### src/rtl/csa_cpa_accumulator_if.sv
// Beat-in / result-out handshake bundle for csa_cpa_accumulator.
// Carries out_ovf only when CSA_ACC_OVF_EN is defined.
interface csa_cpa_accumulator_if #(
  parameter int unsigned DATA_WIDTH = 16,
  parameter int unsigned NUM_BEATS  = 4
);
  localparam int unsigned ACC_W = DATA_WIDTH * (NUM_BEATS + 1);
  localparam int unsigned IDX_W = $clog2(NUM_BEATS);

  logic                    in_valid;
  logic                    in_ready;
  logic [2*DATA_WIDTH-1:0] in_carry;
  logic [2*DATA_WIDTH-1:0] in_sum;
  logic [IDX_W-1:0]        beat_idx;
  logic                    out_valid;
  logic                    out_ready;
  logic [ACC_W-1:0]        out_data;
`ifdef CSA_ACC_OVF_EN
  logic                    out_ovf;
`endif

  modport master (
    output in_valid, in_carry, in_sum, out_ready,
    input  in_ready, beat_idx, out_valid, out_data
`ifdef CSA_ACC_OVF_EN
    , input out_ovf
`endif
  );

  modport slave (
    input  in_valid, in_carry, in_sum, out_ready,
    output in_ready, beat_idx, out_valid, out_data
`ifdef CSA_ACC_OVF_EN
    , output out_ovf
`endif
  );
endinterface

### src/rtl/csa_cpa_accumulator.sv
// Resolves carry-save {carry,sum} beats and accumulates NUM_BEATS of them, beat i weighted
// by 2^(DATA_WIDTH*i). Define CSA_ACC_OVF_EN to add the sticky out_ovf carry-out flag.
module csa_cpa_accumulator #(
  parameter int unsigned DATA_WIDTH = 16,
  parameter int unsigned NUM_BEATS  = 4
) (
  input logic                    clk,
  input logic                    rst,
  csa_cpa_accumulator_if.slave   bus
);
  localparam int unsigned PAIR_W = 2 * DATA_WIDTH;
  localparam int unsigned ACC_W  = DATA_WIDTH * (NUM_BEATS + 1);
  localparam int unsigned IDX_W  = $clog2(NUM_BEATS);

  typedef logic [ACC_W-1:0] acc_t;
  typedef enum logic [1:0] {StAcc, StFlush, StOut} state_e;

  state_e            state_q;
  logic [IDX_W-1:0]  beat_idx_q;
  logic              s1_valid_q;
  logic [PAIR_W-1:0] s1_val_q;
  logic [IDX_W-1:0]  s1_idx_q;
  acc_t              acc_q;
  logic              out_valid_q;

  logic              accept;
  logic              last_beat;
  logic [PAIR_W-1:0] beat_val;
  acc_t              addend;

  assign bus.in_ready  = (state_q == StAcc);
  assign accept        = bus.in_valid && (state_q == StAcc);
  assign last_beat     = (beat_idx_q == IDX_W'(NUM_BEATS - 1));
  // Carry has weight 2; its MSB falls off the 2*DATA_WIDTH result.
  assign beat_val      = bus.in_sum + (bus.in_carry << 1);
  assign addend        = acc_t'(s1_val_q) << (DATA_WIDTH * s1_idx_q);

  assign bus.beat_idx  = beat_idx_q;
  assign bus.out_valid = out_valid_q;
  assign bus.out_data  = acc_q;

`ifdef CSA_ACC_OVF_EN
  logic [ACC_W:0] acc_sum;
  logic           ovf_q;
  assign acc_sum     = {1'b0, acc_q} + {1'b0, addend};
  assign bus.out_ovf = ovf_q;
`else
  acc_t acc_sum;
  assign acc_sum = acc_q + addend;
`endif

  always_ff @(posedge clk) begin
    if (rst) begin
      state_q     <= StAcc;
      beat_idx_q  <= '0;
      s1_valid_q  <= 1'b0;
      s1_val_q    <= '0;
      s1_idx_q    <= '0;
      acc_q       <= '0;
      out_valid_q <= 1'b0;
`ifdef CSA_ACC_OVF_EN
      ovf_q       <= 1'b0;
`endif
    end else begin
      s1_valid_q <= accept;
      if (accept) begin
        s1_val_q <= beat_val;
        s1_idx_q <= beat_idx_q;
      end

      if (s1_valid_q) begin
        acc_q <= acc_sum[ACC_W-1:0];
`ifdef CSA_ACC_OVF_EN
        if (acc_sum[ACC_W]) ovf_q <= 1'b1;
`endif
      end

      case (state_q)
        StAcc: begin
          if (accept) begin
            if (last_beat) begin
              beat_idx_q <= '0;
              state_q    <= StFlush;
            end else begin
              beat_idx_q <= beat_idx_q + IDX_W'(1);
            end
          end
        end
        // Hold until the final beat has landed in acc; result is presented the cycle after.
        StFlush: begin
          if (!s1_valid_q) begin
            state_q     <= StOut;
            out_valid_q <= 1'b1;
          end
        end
        StOut: begin
          if (bus.out_ready) begin
            acc_q       <= '0;
            out_valid_q <= 1'b0;
`ifdef CSA_ACC_OVF_EN
            ovf_q       <= 1'b0;
`endif
            state_q     <= StAcc;
          end
        end
        default: state_q <= StAcc;
      endcase
    end
  end
endmodule

### src/flat_wrapper.sv
// flat-port wrapper written by rule: the top's interface ports become plain ports
module csa_cpa_accumulator_flat 
#(
  parameter int unsigned DATA_WIDTH = 16,
  parameter int unsigned NUM_BEATS  = 4
)
  (clk, rst, bus_in_valid, bus_in_carry, bus_in_sum, bus_out_ready, bus_in_ready, bus_beat_idx, bus_out_valid, bus_out_data);
  csa_cpa_accumulator_if #(.DATA_WIDTH(DATA_WIDTH), .NUM_BEATS(NUM_BEATS)) bus_i ();
  input logic clk;
  input logic rst;
  input wire logic [$bits(bus_i.in_valid)-1:0] bus_in_valid;
  input wire logic [$bits(bus_i.in_carry)-1:0] bus_in_carry;
  input wire logic [$bits(bus_i.in_sum)-1:0] bus_in_sum;
  input wire logic [$bits(bus_i.out_ready)-1:0] bus_out_ready;
  output wire logic [$bits(bus_i.in_ready)-1:0] bus_in_ready;
  output wire logic [$bits(bus_i.beat_idx)-1:0] bus_beat_idx;
  output wire logic [$bits(bus_i.out_valid)-1:0] bus_out_valid;
  output wire logic [$bits(bus_i.out_data)-1:0] bus_out_data;
  assign bus_i.in_valid = bus_in_valid;
  assign bus_i.in_carry = bus_in_carry;
  assign bus_i.in_sum = bus_in_sum;
  assign bus_i.out_ready = bus_out_ready;
  assign bus_in_ready = bus_i.in_ready;
  assign bus_beat_idx = bus_i.beat_idx;
  assign bus_out_valid = bus_i.out_valid;
  assign bus_out_data = bus_i.out_data;
  csa_cpa_accumulator #(.DATA_WIDTH(DATA_WIDTH), .NUM_BEATS(NUM_BEATS)) u_core (.clk(clk), .rst(rst), .bus(bus_i));
endmodule
### config.mk
export PLATFORM = sky130hd
export DESIGN_NAME = csa_cpa_accumulator_flat
export DESIGN_NICKNAME = d
export VERILOG_FILES = /design/src/rtl/csa_cpa_accumulator_if.sv /design/src/rtl/csa_cpa_accumulator.sv /design/src/flat_wrapper.sv
export SDC_FILE = /design/constraint.sdc
export NUM_CORES = 1
export LEC_CHECK = 0
export ABC_AREA = 1
export CORE_ASPECT_RATIO = 1.5
export CORE_MARGIN = 2
export CORE_UTILIZATION = 55
export CTS_BUF_LIST = sky130_fd_sc_hd__clkbuf_8
export CTS_CLUSTER_DIAMETER = 60
export DETAILED_ROUTE_END_ITERATION = 8
export GPL_ROUTABILITY_DRIVEN = 1
export PLACE_DENSITY = 0.81
export SYNTH_ARGS = -nofsm -noshare
export SYNTH_HDL_FRONTEND = slang
export SYNTH_SLANG_ARGS = --single-unit
### constraint.sdc
create_clock -name clk -period 2.7 [get_ports clk]
set_input_delay 0.54 -clock clk [delete_from_list [all_inputs] [get_ports clk]]
set_output_delay 0.54 -clock clk [all_outputs]
set_load 0.05 [all_outputs]
==> flow_summary.rst, run 1 <==
.. list-table::
   :header-rows: 1

   * - Metric
     - Value
   * - Initial standard-cell utilization of the core
     - 55.5%
   * - Overall Global Routing Usage
     - 54.2%
   * - Most frequently used flop master after synthesis
     - sky130_fd_sc_hd__dfxtp_1
   * - Pin count of the biggest net entering global routing
     - 139
   * - Maximum number of buffers from clock root to sink
     - 2
   * - Library cells used by synthesis
     - 44
   * - Final GP Congestion
     - 1.17
   * - DP Worst Slack
     - -365 ps
   * - Category of the worst endpoint
     - register data pin
   * - Fraction of registers with async set or reset after synthesis
     - 0%
   * - Worst endpoint from the post-global-route timing repair
     - u_core.bus.out_data[68]$_SDFF_PP0_/D
   * - Mapped Area
     - 0.0151 sq mm
   * - First error line in the log
     - [ERROR GRT-0232] Routing congestion too high. Check the congestion heatmap in the GUI.
   * - Die outline width
     - 139 um
   * - Number of port buffers
     - 150
   * - Aggregate global routing overflow
     - 3
   * - Final HPWL from detailed placement
     - 53300 um
   * - Most frequent cell after synthesis
     - sky130_fd_sc_hd__nand2_1
   * - FF+latch count, synth
     - 120
   * - Top cells by count, synth
     - sky130_fd_sc_hd__nand2_1, sky130_fd_sc_hd__inv_1, sky130_fd_sc_hd__nor2_1
   * - EDFF count, synth
     - 0
   * - Nets in the synthesized netlist
     - 3032
   * - Clock root cell
     - sky130_fd_sc_hd__clkbuf_8
   * - Deepest level of the CTS H-tree
     - 4
   * - Total I/O pin count
     - 152
   * - Number of rows created at floorplan
     - 74
   * - Post-synthesis cell count
     - 2852
   * - Num Clock Sinks
     - 120
   * - Stage at which the run stopped
     - global routing
   * - Num CTS Buffers
     - 17
   * - Seq/Total Area, Yosys
     - 15.9%
   * - Top cell type by total area after synthesis
     - sky130_fd_sc_hd__nand2_1
   * - Largest cells by area after synthesis
     - sky130_fd_sc_hd__nand2_1, sky130_fd_sc_hd__dfxtp_1, sky130_fd_sc_hd__inv_1
   * - Run status
     - aborted with a tool error
   * - Fraction of post-synthesis cell area in the top cell type by area
     - 23.1%
   * - Vert. Die Dim
     - 207 um
   * - Mapped Avg Cell Area
     - 5.28 sq um
   * - Total instance count after detailed placement
     - 3641
   * - Count of warnings emitted by yosys
     - 0
stage by stage:
step / instance area, sq um / setup TNS, ps
4_1_cts: 21100 / -1780
3_3_place_gp: 19500 / -9200
3_5_place_dp: 19500 / -13040
2_1_floorplan: 15100 / 0
per-layer routing:
layer	track usage [%]	overflow
met2	87.6	1
met3	23.3	0
met1	49.0	0
met5	0.679	0
met4	58.2	2
cell families after synthesis:
logic type               share of synthesized area [%]
AND/OR/NAND/NOR                                   44.9
AO/OA/AOI/OAI                                     11.3
XOR/XNOR                                          2.15
adder cells (fa/ha/maj)                           9.40
buffers and inverters                             16.4
flip-flops                                        15.9
repair_timing:
| action | CTS |
|---|---|
| buffers inserted | 13 |
| pin swaps | 45 |
| hold buffers | 0 |
| setup endpoints to repair | 62 |
| cloned | 3 |
| resized for setup | 268 |
| hold endpoints to repair | 0 |
==> run 2, diff against run 1 <==
Settings changed: CORE_ASPECT_RATIO 1.5 to not set, CORE_UTILIZATION 55 to 40, CTS_BUF_LIST sky130_fd_sc_hd__clkbuf_8 to not set, CTS_CLUSTER_DIAMETER 60 to not set, PLACE_DENSITY 0.81 to not set, PLACE_DENSITY_LB_ADDON set to 0.15.
Clock period 2.7 ns to 3.51 ns, I/O delays scaled along.
==> flow_summary.rst, run 2 <==
.. list-table::
   :header-rows: 1

   * - Metric
     - Value
   * - Leading cell type in the layout, fill and taps excluded
     - sky130_fd_sc_hd__nand2_1
   * - Arr. time, crit path
     - 3580 ps
   * - Core Box Area
     - 0.0374 sq mm
   * - Headroom to the max-slew limit
     - 31.2%
   * - Kind of end point of the critical path
     - register
   * - Post-CTS setup buffer count
     - 0
   * - Number of cells upsized or downsized after cts
     - 0
   * - Seq/Total Area, Yosys
     - 15.9%
   * - Total number of nets in the final design
     - 3294
   * - Most frequent cell after synthesis
     - sky130_fd_sc_hd__nand2_1
   * - Post-synthesis cell count
     - 2852
   * - Via-per-instance ratio
     - 4.88
   * - Worst-path maximum fanout
     - 32
   * - Detailed Routing Iterations Pass 1
     - 8
   * - Setup repair after global routing missed its margin
     - no
   * - FF+latch count, synth
     - 120
   * - Clock Skew
     - 13.1 ps
   * - Maximum number of buffers from clock root to sink
     - 2
   * - Library cells used by synthesis
     - 44
   * - Initial antenna violation count
     - 1
   * - Path type of the worst min-delay path
     - register to register
   * - Mapped Avg Cell Area
     - 5.28 sq um
   * - Total area of sequential cells
     - 0.00241 sq mm
   * - Num CTS Buffers
     - 17
   * - Antenna Violating Nets Remaining
     - 0
   * - DP Worst Slack
     - 359 ps
   * - Pin slew with the least headroom to its limit
     - 1030 ps
   * - Mapped Area
     - 0.0151 sq mm
   * - Fraction of the cycle the final worst path needs
     - 91.6%
   * - Total I/O pin count
     - 152
   * - Fillers
     - 4093
   * - First-pass GRT wire length
     - 93900 um
   * - Count of final max-slew check failures
     - 0
   * - Nets in the synthesized netlist
     - 3032
   * - Commonest non-fill, non-tap cells in the layout
     - sky130_fd_sc_hd__nand2_1, sky130_fd_sc_hd__inv_1, sky130_fd_sc_hd__nor2_1
   * - Flip-flop count of the largest register, all copies and words added
     - 80
   * - Vert. Die Dim
     - 198 um
   * - Fraction of registers with async set or reset after synthesis
     - 0%
   * - Critical path type
     - register to register
   * - Lkg Pwr
     - 10.4 nW
   * - Number of hold violations in the final report
     - 0
   * - Final GP Congestion
     - 0.989
   * - Final Core Density
     - 50.1%
   * - Clock root cell
     - sky130_fd_sc_hd__clkbuf_16
   * - Total area of multi-input combinational cells
     - 0.0102 sq mm
   * - Number of port buffers
     - 150
   * - Top cell type by total area after synthesis
     - sky130_fd_sc_hd__nand2_1
   * - Fraction of post-synthesis cell area in the top cell type by area
     - 23.1%
   * - Post-layout worst setup margin
     - 293 ps
   * - Clock latency reported for the late side of the worst-skew pair
     - 470 ps
   * - Number of hold buffers added after cts
     - 0
   * - Overall Global Routing Usage
     - 32.4%
   * - Num Clock Sinks
     - 120
   * - Detailed Route Iter0 Violations
     - 1283
   * - Top cells by count, synth
     - sky130_fd_sc_hd__nand2_1, sky130_fd_sc_hd__inv_1, sky130_fd_sc_hd__nor2_1
   * - Via count
     - 17800
   * - Most frequently used flop master after synthesis
     - sky130_fd_sc_hd__dfxtp_1
   * - Number of rows created at floorplan
     - 71
   * - Clk pin slew, worst setup/hold paths
     - 70 ps
   * - Area delta synth->final
     - 24.4%
   * - Run status
     - completed
   * - Final sum of negative setup slack
     - 0 ps
   * - Sort of element at the start of the critical path
     - register
   * - Pwr Density
     - 294 mW/mm^2
   * - Die outline width
     - 198 um
   * - Count of warnings emitted by yosys
     - 0
   * - Count of antenna diodes in the layout
     - 0
   * - Largest cells by area after synthesis
     - sky130_fd_sc_hd__nand2_1, sky130_fd_sc_hd__dfxtp_1, sky130_fd_sc_hd__inv_1
   * - Worst IR drop on VDD
     - 0.376 mV
   * - Aggregate global routing overflow
     - 0
   * - Fraction of layout cells with a size suffix above 1
     - 10.2%
   * - Pin count of the biggest net entering global routing
     - 97
   * - DRC
     - 0
   * - Deepest level of the CTS H-tree
     - 4
   * - Final HPWL from detailed placement
     - 53800 um
   * - Number of global-route vias before repair
     - 16800
   * - DIE AREA
     - 0.0392 sq mm
   * - Number of max-capacitance violations reported
     - 0
   * - DRT Wirelength
     - 62700 um
   * - Highest clock rate
     - 311 MHz
   * - CP required
     - 3870 ps
   * - EDFF count, synth
     - 0
   * - Per-cell routed wire length
     - 17.2 um
   * - Final worst path period need
     - 3220 ps
   * - Initial standard-cell utilization of the core
     - 40.3%
   * - Clock tree from TritonCTS
     - yes
   * - Setup-failing EPs final
     - 0
==> run 2: cell counts after synthesis <==
Identical to the previous run, type by type.
==> run 2: layout make-up <==
| cell class | count | share of cell area (%) |
|---|---|---|
| Tap cell | 511 | 3.41 |
| Inverter | 601 | 12.0 |
| Clock buffer | 17 | 2.27 |
| Clock inverter | 15 | 0.841 |
| Sequential cell | 120 | 12.8 |
| Multi-Input combinational cell | 2079 | 54.4 |
| Timing Repair Buffer | 295 | 14.2 |
==> run 2: kinds of logic after synthesis <==
kind of cell / Yosys count / share of synthesized area, %
buffers and inverters: 653 / 16.4
AND/OR/NAND/NOR: 1620 / 44.9
XOR/XNOR: 37 / 2.15
AO/OA/AOI/OAI: 310 / 11.3
flip-flops: 120 / 15.9
adder cells (fa/ha/maj): 112 / 9.40
==> run 2: critical path, cell delays in order (launching register included) <==
cell,delay [ps]
sky130_fd_sc_hd__dfxtp_1,370
sky130_fd_sc_hd__inv_1,90
sky130_fd_sc_hd__buf_12,160
sky130_fd_sc_hd__o21ai_0,180
sky130_fd_sc_hd__buf_4,190
sky130_fd_sc_hd__nor2_1,60
sky130_fd_sc_hd__ha_1,370
sky130_fd_sc_hd__nand2_1,150
sky130_fd_sc_hd__nor2_2,220
sky130_fd_sc_hd__inv_2,90
sky130_fd_sc_hd__nor2_2,160
sky130_fd_sc_hd__nand2_1,130
sky130_fd_sc_hd__nor2_1,130
sky130_fd_sc_hd__buf_4,130
sky130_fd_sc_hd__nand3_1,110
sky130_fd_sc_hd__nand4_1,120
sky130_fd_sc_hd__nand3_1,240
sky130_fd_sc_hd__nand2_1,140
sky130_fd_sc_hd__inv_1,40
==> run 2: metrics by stage <==
| stage | hold WS (ps) | instance area [sq um] | total power [mW] | instances |
|---|---|---|---|---|
| final | 512 | 18700 | 5.51 | 3638 |
| after global routing | 537 | 18700 | 5.80 | 3638 |
| after floorplan | 488 | 15100 | 2.87 | 2852 |
| after CTS | 514 | 18700 | 5.53 | 3638 |
| after global placement | 444 | 18200 | 3.68 | 3606 |
| after detailed placement | 496 | 18200 | 3.70 | 3606 |
==> run 2: report_power, final <==
group,internal (mW),switching [mW]
Sequential,1.47,0.124
Combinational,0.751,1.34
Clock,1.00,0.826
Total,3.22,2.29
==> run 2: metal layers <==
| layer | routed length, um | global-route usage [%] |
|---|---|---|
| met1 | 27400 | 40.1 |
| met2 | 28900 | 55.6 |
| met3 | 3360 | 3.83 |
| met4 | 3040 | 16.0 |
| met5 | 0 | 0 |
==> run 2: final timing paths <==
check | from | end | slack [ps] | cells after the start
min | u_core.bus.out_valid | u_core.bus.out_valid | 510 | 2
max reg2reg | u_core.s1_idx_q[0] | u_core.bus.out_data[70] | 290 | 18
min reg2reg | u_core.bus.out_valid | u_core.bus.out_valid | 510 | 2
max | u_core.s1_idx_q[0] | u_core.bus.out_data[70] | 290 | 18
(Power assumes the default switching activity.)
